$ cat src/rtl/traffic_pkg.sv
// Shared definitions for the traffic controller slice.
// Contents: phase encoding, per-road lamp encodings and a phase-to-lamp helper.
package traffic_pkg;

  typedef logic [1:0] phase_t;

  localparam phase_t PH_GREEN  = 2'b00;
  localparam phase_t PH_YELLOW = 2'b01;
  localparam phase_t PH_ALLRED = 2'b10;

  // Per-road lamp triple {red, yellow, green}, one-hot.
  localparam logic [2:0] LAMP_RED = 3'b100;
  localparam logic [2:0] LAMP_YEL = 3'b010;
  localparam logic [2:0] LAMP_GRN = 3'b001;

  // Lamp shown by the road that owns the current phase.
  function automatic logic [2:0] phaseLamp(input phase_t ph);
    case (ph)
      PH_GREEN:  return LAMP_GRN;
      PH_YELLOW: return LAMP_YEL;
      default:   return LAMP_RED;
    endcase
  endfunction

endpackage

$ cat src/rtl/traffic_tick_prescaler.sv
// Timing-tick prescaler: counts clk cycles 0..TICK_DIV-1 and flags a tick on the wrap cycle.
// Ports:
//   clk   - system clock, rising edge
//   rst   - asynchronous active-low reset
//   clear - synchronous restart of the count (phase entry)
//   tick  - high during the last cycle of each TICK_DIV-cycle period
module traffic_tick_prescaler #(
  parameter int unsigned TICK_DIV = 1
) (
  input  logic clk,
  input  logic rst,
  input  logic clear,
  output logic tick
);

  localparam int unsigned PW = (TICK_DIV > 1) ? $clog2(TICK_DIV) : 1;

  logic [PW-1:0] countQ, countD;

  // Combinational from the count only, so the FSM can act on the same edge.
  assign tick = (countQ == PW'(TICK_DIV - 1));

  always_comb begin
    countD = countQ + PW'(1);
    if (clear || tick) begin
      countD = '0;
    end
  end

  always_ff @(posedge clk or negedge rst) begin
    if (!rst) begin
      countQ <= '0;
    end else begin
      countQ <= countD;
    end
  end

endmodule

$ cat src/rtl/traffic_phase_ctrl.sv
// N-approach vehicle-actuated intersection controller. Road 0 is the main road and rests
// green; other roads are served round-robin with min/max green, yellow and all-red timing.
// Ports:
//   clk             - system clock, rising edge
//   rst             - asynchronous active-low reset
//   vehicle_present - per-road detectors, sampled every clk
//   lights          - per road i, bits [3i+2:3i] = {red, yellow, green}
//   active_road     - road owning green/yellow, or road just cleared during all-red
//   phase           - 00 green, 01 yellow, 10 all-red
//   req_pending     - latched demand per road
module traffic_phase_ctrl
  import traffic_pkg::*;
#(
  parameter int unsigned NUM_ROADS   = 4,
  parameter int unsigned CNT_W       = 8,
  parameter int unsigned TICK_DIV    = 1,
  parameter int unsigned MIN_GREEN   = 10,
  parameter int unsigned MAX_GREEN   = 30,
  parameter int unsigned YELLOW_TIME = 3,
  parameter int unsigned ALLRED_TIME = 1
) (
  input  logic                         clk,
  input  logic                         rst,
  input  logic [NUM_ROADS-1:0]         vehicle_present,
  output logic [3*NUM_ROADS-1:0]       lights,
  output logic [$clog2(NUM_ROADS)-1:0] active_road,
  output logic [1:0]                   phase,
  output logic [NUM_ROADS-1:0]         req_pending
);

  localparam int unsigned RW = $clog2(NUM_ROADS);

  localparam logic [CNT_W-1:0] MinGreenT = CNT_W'(MIN_GREEN);
  localparam logic [CNT_W-1:0] MaxGreenT = CNT_W'(MAX_GREEN);
  localparam logic [CNT_W-1:0] YellowT   = CNT_W'(YELLOW_TIME);
  localparam logic [CNT_W-1:0] AllRedT   = CNT_W'(ALLRED_TIME);

  localparam logic [3*NUM_ROADS-1:0] LightsRst = {{(NUM_ROADS-1){LAMP_RED}}, LAMP_GRN};

  phase_t                 phaseQ, phaseD;
  logic [RW-1:0]          activeQ, activeD, targetQ, targetD, nextRoad, candidate;
  logic [CNT_W-1:0]       elapsedQ, elapsedD, elapsedInc;
  logic [NUM_ROADS-1:0]   reqQ, reqD;
  logic [3*NUM_ROADS-1:0] lightsQ, lightsD;
  logic                   tick, phaseEntry, greenEntry, others, ownPresent;

  traffic_tick_prescaler #(
    .TICK_DIV(TICK_DIV)
  ) uPrescaler (
    .clk  (clk),
    .rst  (rst),
    .clear(phaseEntry),
    .tick (tick)
  );

  assign elapsedInc = (elapsedQ == '1) ? elapsedQ : elapsedQ + CNT_W'(1);
  assign ownPresent = vehicle_present[activeQ];

  // Round-robin search starting just after the active road, excluding it.
  always_comb begin
    others    = 1'b0;
    nextRoad  = '0;
    candidate = '0;
    for (int unsigned k = 1; k < NUM_ROADS; k++) begin
      candidate = RW'((int'(activeQ) + k) % NUM_ROADS);
      if (!others && reqQ[candidate]) begin
        others   = 1'b1;
        nextRoad = candidate;
      end
    end
  end

  always_comb begin
    phaseD     = phaseQ;
    activeD    = activeQ;
    targetD    = targetQ;
    greenEntry = 1'b0;
    case (phaseQ)
      PH_GREEN: begin
        if (tick) begin
          if (others && (elapsedInc >= MaxGreenT || (elapsedInc >= MinGreenT && !ownPresent))) begin
            phaseD  = PH_YELLOW;
            targetD = nextRoad;
          end else if (activeQ != '0 && elapsedInc >= MinGreenT && !ownPresent) begin
            // Nobody else waiting: hand green back to the main road.
            phaseD  = PH_YELLOW;
            targetD = '0;
          end
        end
      end
      PH_YELLOW: begin
        if (tick && elapsedInc >= YellowT) begin
          phaseD = PH_ALLRED;
        end
      end
      PH_ALLRED: begin
        if (tick && elapsedInc >= AllRedT) begin
          phaseD     = PH_GREEN;
          activeD    = targetQ;
          greenEntry = 1'b1;
        end
      end
      default: phaseD = PH_GREEN;
    endcase
    phaseEntry = (phaseD != phaseQ);
  end

  always_comb begin
    elapsedD = elapsedQ;
    if (phaseEntry) begin
      elapsedD = '0;
    end else if (tick) begin
      elapsedD = elapsedInc;
    end
  end

  // Demand latches while a road is not green; the green road and the road being
  // given green on this edge are cleared, with clear winning over set.
  always_comb begin
    reqD = '0;
    for (int unsigned i = 0; i < NUM_ROADS; i++) begin
      reqD[i] = reqQ[i] | vehicle_present[i];
      if ((phaseQ == PH_GREEN && activeQ == RW'(i)) || (greenEntry && targetQ == RW'(i))) begin
        reqD[i] = 1'b0;
      end
    end
  end

  // Lamps are decoded from next state so they change on the deciding edge.
  always_comb begin
    lightsD = '0;
    for (int unsigned i = 0; i < NUM_ROADS; i++) begin
      lightsD[3*i +: 3] = (activeD == RW'(i)) ? phaseLamp(phaseD) : LAMP_RED;
    end
  end

  always_ff @(posedge clk or negedge rst) begin
    if (!rst) begin
      phaseQ   <= PH_GREEN;
      activeQ  <= '0;
      targetQ  <= '0;
      elapsedQ <= '0;
      reqQ     <= '0;
      lightsQ  <= LightsRst;
    end else begin
      phaseQ   <= phaseD;
      activeQ  <= activeD;
      targetQ  <= targetD;
      elapsedQ <= elapsedD;
      reqQ     <= reqD;
      lightsQ  <= lightsD;
    end
  end

  assign lights      = lightsQ;
  assign active_road = activeQ;
  assign phase       = phaseQ;
  assign req_pending = reqQ;

endmodule

$ cat config.mk
export PLATFORM = sky130hd
export DESIGN_NAME = traffic_phase_ctrl
export DESIGN_NICKNAME = d
export VERILOG_FILES = /design/src/rtl/traffic_pkg.sv /design/src/rtl/traffic_tick_prescaler.sv /design/src/rtl/traffic_phase_ctrl.sv
export SDC_FILE = /design/constraint.sdc
export NUM_CORES = 1
export LEC_CHECK = 0
export CAP_MARGIN = 5
export CELL_PAD_IN_SITES_DETAIL_PLACEMENT = 1
export CELL_PAD_IN_SITES_GLOBAL_PLACEMENT = 1
export CORE_MARGIN = 2
export CORE_UTILIZATION = 53
export DETAILED_ROUTE_END_ITERATION = 8
export DONT_BUFFER_PORTS = 1
export PLACE_DENSITY_LB_ADDON = 0.1
export SLEW_MARGIN = 20
export SYNTH_ARGS = -nofsm -noshare
export SYNTH_HDL_FRONTEND = slang
export SYNTH_SLANG_ARGS = --single-unit
$ cat constraint.sdc
create_clock -name clk -period 6.8 [get_ports clk]
set_clock_uncertainty 0.1 [all_clocks]
set_input_delay 1.02 -clock clk [delete_from_list [all_inputs] [get_ports clk]]
set_output_delay 1.02 -clock clk [all_outputs]
set_load 0.005 [all_outputs]
==> summary.txt, run 1 <==
Place
  • DP HPWL: 3370 um
  • PortBufs: 0
  • GPL Wtd Cong: 0.972
  • Post-place instance area: 0.00197 sq mm

Global route
  • Largest net degree at the start of global routing: 32
  • Vias in the first global route: ~1.6k
  • Global route overflow: 0
  • Gr usage total: 24.3%
  • Initial antenna violation count: 0
  • First-pass GRT wire length: 7780 um

Yosys
  • Warnings, synthesis: 0
  • Largest family of logic cells by synthesized area: simple AND/OR/NAND/NOR gates
  • Number of synthesized register bits: 31
  • Syn_nets: about 210
  • Cells after synthesis: 200
  • Avg Cell Area, Syn: ~10 sq um
  • Simple-gate share of the synthesized area: 24.9%
  • Area share of fa/ha/maj cells after synthesis: 3.16%
  • Number of synthesized flops with an enable pin: 0
  • Compound-Gate Fraction of Synth Area: 17.7%
  • Synth async-reset ratio: 100%
  • Mux cell area share after synthesis: 8.65%
  • Main synth FF type: dfrtp_1
  • Post-Synth XOR/XNOR Area: 0.884%
  • Register area share after synthesis: between 30 and 40%
  • Post-synthesis cell area: 0.00198 sq mm
  • Distinct cells, synth: 55

Clock network
  • Bufs on Longest Clock Path: 2
  • CTS tree: built
  • Sink Count: 31
  • CTS H-Tree Depth: 2
  • Cts hold-fix bufs: 0
  • Worst-Skew Late Latency: 0.29 ns
  • Clock root buffer: clkbuf_8
  • Total CTS buffers: 5
  • Number of gates resized after cts: 0
  • Clock slew at reported path FFs: ~0.070 ns
  • Setup bufs post-CTS: 0

Min path
  • Worst min-delay path category: in -> async

Finish
  • Design area: 0.00208 sq mm
  • ANT cells: 0
  • Area growth, synth to finish: 4.99%
  • Layout fillers: 430
  • Final Net Count: 209
  • Layout cells sized above 1: 15.1%

Job
  • Total of max-cap violations: 0

Pwr
  • Pwr dens: 417 mW/mm^2
  • Peak VDD IR: 0.193 mV
  • Power Total: 866 uW
  • LEAKAGE: approximately 0.85 nW

Drt
  • Residual DRC count: 0
  • Pre-Repair DR Iteration Count: 4
  • Post-Route WL: 4700 um
  • Starting DRT DRC Count: just over 100
  • Vias per cell: 6.21
  • Via count: 1,533
  • Routed WL per cell: between 15 and 20 um
  • Final ANT Viol Nets: 0

Floorplan
  • Die area: about 0.0042 sq mm
  • CORE AREA: between 0.003 and 0.004 sq mm
  • Std-Cell Rows: 22
  • Die H: 65.1 um
  • Initial core utilization: a little over half
  • Die Wd: 65.1 um
  • Io pins: 26

STA
  • Tmin final: 2.99 ns
  • Final Hold Fails: 0
  • FMAX: 334 MHz
  • Crit share post-route: 44.0%
  • Slew margin rel.: 59.6%
  • Worst hold slack: ~0.32 ns
  • Slew Limit Fails: 0
  • Setup violators final: 0
  • RSZ-0062 raised after global routing: false
  • Setup TNS: 0 ns
  • Worst slew pin tran: 0.606 ns

Setup path
  • CP required: a little under 7 ns
  • Critical Path Fanout Max: 13
  • Crit start category: flip-flop
  • Worst setup path category: reg -> reg
  • Worst Path Arrival: ~3.0 ns
  • CP Capture Type: flip-flop

Run status
  • Status: finished, final reports clean
[per-layer routing]
metal | GRT usage (%) | part of all wire [%] | vias up
met2 | 45.2 | 54 | 26
met1 | 27.1 | 42 | 773
met5 | 0 | 0 | -
met3 | 6.16 | 3.3 | 5
li1 | - | - | 729
met4 | 7.55 | 1.0 | 0
[power breakdown]
group	internal [mW]	leakage, nW	switching, mW
Combinational	0.151	0.407	0.208
Sequential	0.240	0.389	0.0893
Clock	0.110	0.0524	0.0694
Total	0.500	0.848	0.367
[cells by family (layout without fill, tap and decap cells)]
kind of cell,Yosys count,in the layout
AOI/OAI and AO/OA,40,40
adders and majority gates,5,5
muxes,15,15
and+or+nand+nor,88,88
DFF,31,31
buffers and inverters,18,17
xor gates and xnor gates,2,2
other,1,1
[cells in the mapped netlist, types with 2 or more instances]
| library cell | n | area, sq um |
|---|---|---|
| dfrtp_1 | 27 | 676 |
| nor2_1 | 21 | 78.8 |
| nor3_1 | 15 | 75.1 |
| nand2_1 | 13 | 48.8 |
| mux2i_1 | 10 | 100 |
| nand3_1 | 10 | 50.1 |
| inv_1 | 9 | 33.8 |
| o21ai_0 | 9 | 45.0 |
| ha_1 | 5 | 62.6 |
| a221oi_1 | 4 | 35.0 |
| dfstp_2 | 4 | 105 |
| nand2b_1 | 4 | 25.0 |
| nor3b_2 | 4 | 50.1 |
| or2_1 | 4 | 25.0 |
| buf_2 | 3 | 15.0 |
| buf_6 | 3 | 33.8 |
| mux2_2 | 3 | 33.8 |
| nor2b_1 | 3 | 18.8 |
| o211ai_1 | 3 | 22.5 |
| a211oi_1 | 2 | 15.0 |
| a31oi_1 | 2 | 12.5 |
| a32oi_1 | 2 | 17.5 |
| and2_1 | 2 | 12.5 |
| and3_1 | 2 | 12.5 |
| buf_4 | 2 | 15.0 |
| o221ai_1 | 2 | 17.5 |
| o32ai_1 | 2 | 17.5 |
| or3_1 | 2 | 12.5 |
| xnor2_1 | 2 | 17.5 |
[cells in the final DEF, fill, tap and decap left out, types with 3 or more instances in the layout]
master    count
nand3_1      10
nand2b_1      4
or2_1         4
nor3b_2       4
dfrtp_1      27
mux2_2        3
ha_1          5
nor3_1       15
clkbuf_8      5
dfstp_2       4
nor2_1       21
nor2b_1       3
inv_1         9
o211ai_1      3
nand2_1      13
a221oi_1      4
o21ai_0       9
mux2i_1      10
[flip-flops by register name, indices dropped and copies added, names as in the netlist]
| signal | flops |
|---|---|
| targetQ | 2 |
| req_pending | 4 |
| elapsedQ | 8 |
| phase | 2 |
| lights | 12 |
| uPrescaler.countQ | 1 |
| active_road | 2 |
[final timing paths]
path	slack [ns]	cells past startpoint	from	endpoint
setup / recovery	3.81	7	elapsedQ[0]	lights[3]
setup reg to reg	3.81	7	elapsedQ[0]	lights[3]
hold / removal	0.32	0	rst	lights[6]
hold reg to reg	0.52	1	targetQ[0]	req_pending[1]
max in group asynchronous	6.09	0	rst	lights[0]
min in group clk	0.52	1	targetQ[0]	req_pending[1]
[per-stage QoR]
step	worst slack [ns]	util, %	cells
after global routing	3.64	57.2	247
after detailed placement	3.88	54.3	239
after floorplan	4.36	-	200
after CTS	3.84	57.2	247
final	3.81	57.2	247
after global placement	4.00	54.3	239
[cell type report]
type                       count  area (sq um)  share of cell area [%]
inverter                       9          33.8                    1.62
clock buffer                   7          76.3                    3.67
multi-input combinational    151          1100                    52.8
clock inverter                 1          30.0                    1.44
sequential                    31           781                    37.5
tap                           48          60.1                    2.89
[worst max-delay path, stage by stage (launching register included)]
cell and delay, ns:
dfrtp_1 0.47, ha_1 0.39, nand2_1 0.15, nor3_4 0.30
mux2_2 0.39, a311o_2 0.42, o22ai_2 0.48, nor3_1 0.13
Note: power is estimated with default switching activity, not from simulation.
==> run 2, diff against run 1 <==
--- a/config.mk
+++ b/config.mk
@@ -9,7 +9,7 @@
 export CELL_PAD_IN_SITES_DETAIL_PLACEMENT = 1
 export CELL_PAD_IN_SITES_GLOBAL_PLACEMENT = 1
 export CORE_MARGIN = 2
-export CORE_UTILIZATION = 53
+export CORE_UTILIZATION = 44
 export DETAILED_ROUTE_END_ITERATION = 8
 export DONT_BUFFER_PORTS = 1
 export PLACE_DENSITY_LB_ADDON = 0.1
==> constraint.sdc (replaced) <==
create_clock -name clk -period 2.7 [get_ports clk]
set_clock_uncertainty 0.1 [all_clocks]
set_input_delay 0.405 -clock clk [delete_from_list [all_inputs] [get_ports clk]]
set_output_delay 0.405 -clock clk [all_outputs]
set_load 0.005 [all_outputs]
==> summary.txt, run 2 (same netlist as run 1, synthesis figures left out) <==
STA
  • Final Hold Fails: 0 (unchanged)
  • Setup violators final: 0 (unchanged)
  • Setup TNS: 0 ns (unchanged)
  • Worst setup margin: 0.189 ns (-3.62 ns)
  • Slew Limit Fails: 0 (unchanged)
  • Crit share post-route: 93.0% (+49 points)
  • RSZ-0062 raised after global routing: false
  • FMAX: 398 MHz (+19%)
  • Tmin final: 2.51 ns (-0.480 ns)

Drt
  • Final ANT Viol Nets: 0 (unchanged)
  • Vias per cell: 6.03 (-2.8%)
  • Pre-Repair DR Iteration Count: 4 (unchanged)
  • Starting DRT DRC Count: 35 (-66%)
  • Routed WL per cell: 19.4 um (+2.2%)
  • Residual DRC count: 0 (unchanged)
  • Post-Route WL: 5090 um (+8.4%)
  • Via count: 1,580 (+3.1%)

Pwr
  • Flop pwr share: 34.5% (-3.4 points)
  • Cell Int Power: 1.29 mW (+160%)
  • Comb pwr share: 47.6% (+6.2 points)
  • Clock power frac: 18.0% (-2.7 points)
  • Sw frac: 42.8% (+0.50 points)
  • Pwr dens: 1040 mW/mm^2 (+150%)
  • P_sw: 969 uW (+160%)
  • Power Total: 2.26 mW (+160%)
  • LEAKAGE: 0.906 nW (+6.8%)
  • Peak VDD IR: 0.523 mV (+170%)

Setup path
  • CP required: 2.75 ns (-4.08 ns)
  • Worst-path cell chain: ha_1, nand2_1, nor3_4, mux2_2, a311o_2, a2bb2oi_2, nor3_1
  • Top cell family by delay on the critical path: compound AO/OA/AOI/OAI gates
  • CP Capture Type: flip-flop
  • Critical path's slowest cell: a311o_2
  • Biggest cell delay along the critical path: 0.42 ns (-0.06 ns)
  • Bufs and invs on worst path: 0 (unchanged)
  • Worst setup path category: reg -> reg
  • Worst Path Arrival: 2.56 ns (-0.46 ns)
  • Crit start category: flip-flop
  • Critical Path Fanout Max: 8 (-5)

Global route
  • Global route overflow: 0 (unchanged)
  • Initial antenna violation count: 0 (unchanged)
  • Gr usage total: 22.0% (-2.3 points)
  • Vias in the first global route: 1,747 (+10%)
  • First-pass GRT wire length: 8670 um (+12%)
  • Largest net degree at the start of global routing: 32 (unchanged)

Floorplan
  • Initial core utilization: 45.5% (-9.0 points)
  • Std-Cell Rows: 24 (+9.1%)
  • Die H: 71.1 um (+9.2%)
  • Die area: 0.00505 sq mm (+19%)
  • CORE AREA: 0.00435 sq mm (+20%)
  • Die Wd: 71.1 um (+9.2%)
  • Io pins: 26 (unchanged)

Finish
  • Leading cell type in the layout, fill and taps excluded: dfrtp_1
  • Max reg flops: 12 (unchanged)
  • Layout fillers: 495 (+15%)
  • Final Net Count: 220 (+5.3%)
  • Area growth, synth to finish: 10.0%
  • Layout cells sized above 1: 20.5% (+5.4 points)
  • Most frequent cells in the layout: dfrtp_1 (27), nor2_1 (21), nor3_1 (15)
  • ANT cells: 0 (unchanged)

Place
  • Pre-CTS setup slack: 0.176 ns (-3.71 ns)
  • PortBufs: 0 (unchanged)
  • GPL Wtd Cong: 0.872 (-10%)
  • DP HPWL: 3700 um (+10%)

Clock network
  • CTS H-Tree Depth: 2 (unchanged)
  • Sink Count: 31 (unchanged)
  • Worst-Skew Late Latency: 0.28 ns (about the same)
  • Total CTS buffers: 5 (unchanged)
  • Clock root buffer: clkbuf_8
  • Clock slew at reported path FFs: 0.07 ns (about the same)
  • CTS tree: built
  • Bufs on Longest Clock Path: 2 (unchanged)
  • Setup bufs post-CTS: 0 (unchanged)

Run status
  • Status: finished, final reports clean

Job
  • Total of max-cap violations: 0 (unchanged)

Min path
  • Worst min-delay path category: in -> reg
## run 2: cell types whose count changed in the layout (fill, tap and decap cells not counted)
cell	change
clkinvlp_4	+1
clkbuf_8	+2
buf_4	+9
buf_12	+1
clkbuf_1	-2
a31o_2	+1
bufinv_16	-1
a31o_1	-1
dlygate4sd3_1	+1
## run 2: what timing repair did
item	in CTS	in global routing
gates resized for setup	0	1
endpoints found under the setup margin	0	6
endpoints found under the hold margin	31	0
hold buffers	2	0
## run 2: stage by stage
step / hold WS, ns / area [sq um] / instances / utilization [%]
2_1_floorplan: 0.00941 / 1980 / 200 / -
3_3_place_gp: 0.0100 / 2050 / 252 / 47.0
3_5_place_dp: 0.0100 / 2050 / 252 / 47.0
4_1_cts: 0.188 / 2180 / 262 / 50.1
5_1_grt: 0.204 / 2180 / 262 / 50.1
6_report: 0.196 / 2180 / 262 / 50.1
## run 2: worst paths after layout
check,start,slack (ns),cells past startpoint,endpoint
max in group asynchronous,rst,1.79,2,lights[5]
worst min register to register,targetQ[0],0.52,1,req_pending[1]
worst max register to register,elapsedQ[1],0.19,7,elapsedQ[5]
worst max-delay path,elapsedQ[1],0.19,7,elapsedQ[5]
worst min-delay path,vehicle_present[1],0.20,2,req_pending[1]
min in group asynchronous,rst,0.46,2,elapsedQ[0]
## run 2: cell type report
class | instances | area (sq um) | share of cell area, %
Timing Repair Buffer | 11 | 97.6 | 4.48
Inverter | 9 | 33.8 | 1.55
Multi-Input combinational cell | 151 | 1100 | 50.4
Clock inverter | 1 | 7.51 | 0.344
Tap cell | 52 | 65.1 | 2.99
Sequential cell | 31 | 781 | 35.8
Clock buffer | 7 | 96.3 | 4.42
## run 2: layer usage
metal	wire [um]	GRT usage, %	up-vias	part of all wire (%)
met5	0	0	-	0
met4	63	6.50	0	1.2
met3	146	3.70	8	2.9
met2	2660	39.3	30	52
met1	2230	27.3	796	44
li1	-	-	746	-
## run 2: power groups by stage
stage | Clock [mW] | Sequential [mW] | Combinational [mW]
2_1_floorplan | 0 | 0.721 | 0.825
3_3_place_gp | 0 | 0.779 | 0.998
3_5_place_dp | 0 | 0.786 | 1.05
4_1_cts | 0.414 | 0.778 | 1.08
5_1_grt | 0.438 | 0.802 | 1.19
6_report | 0.406 | 0.781 | 1.08
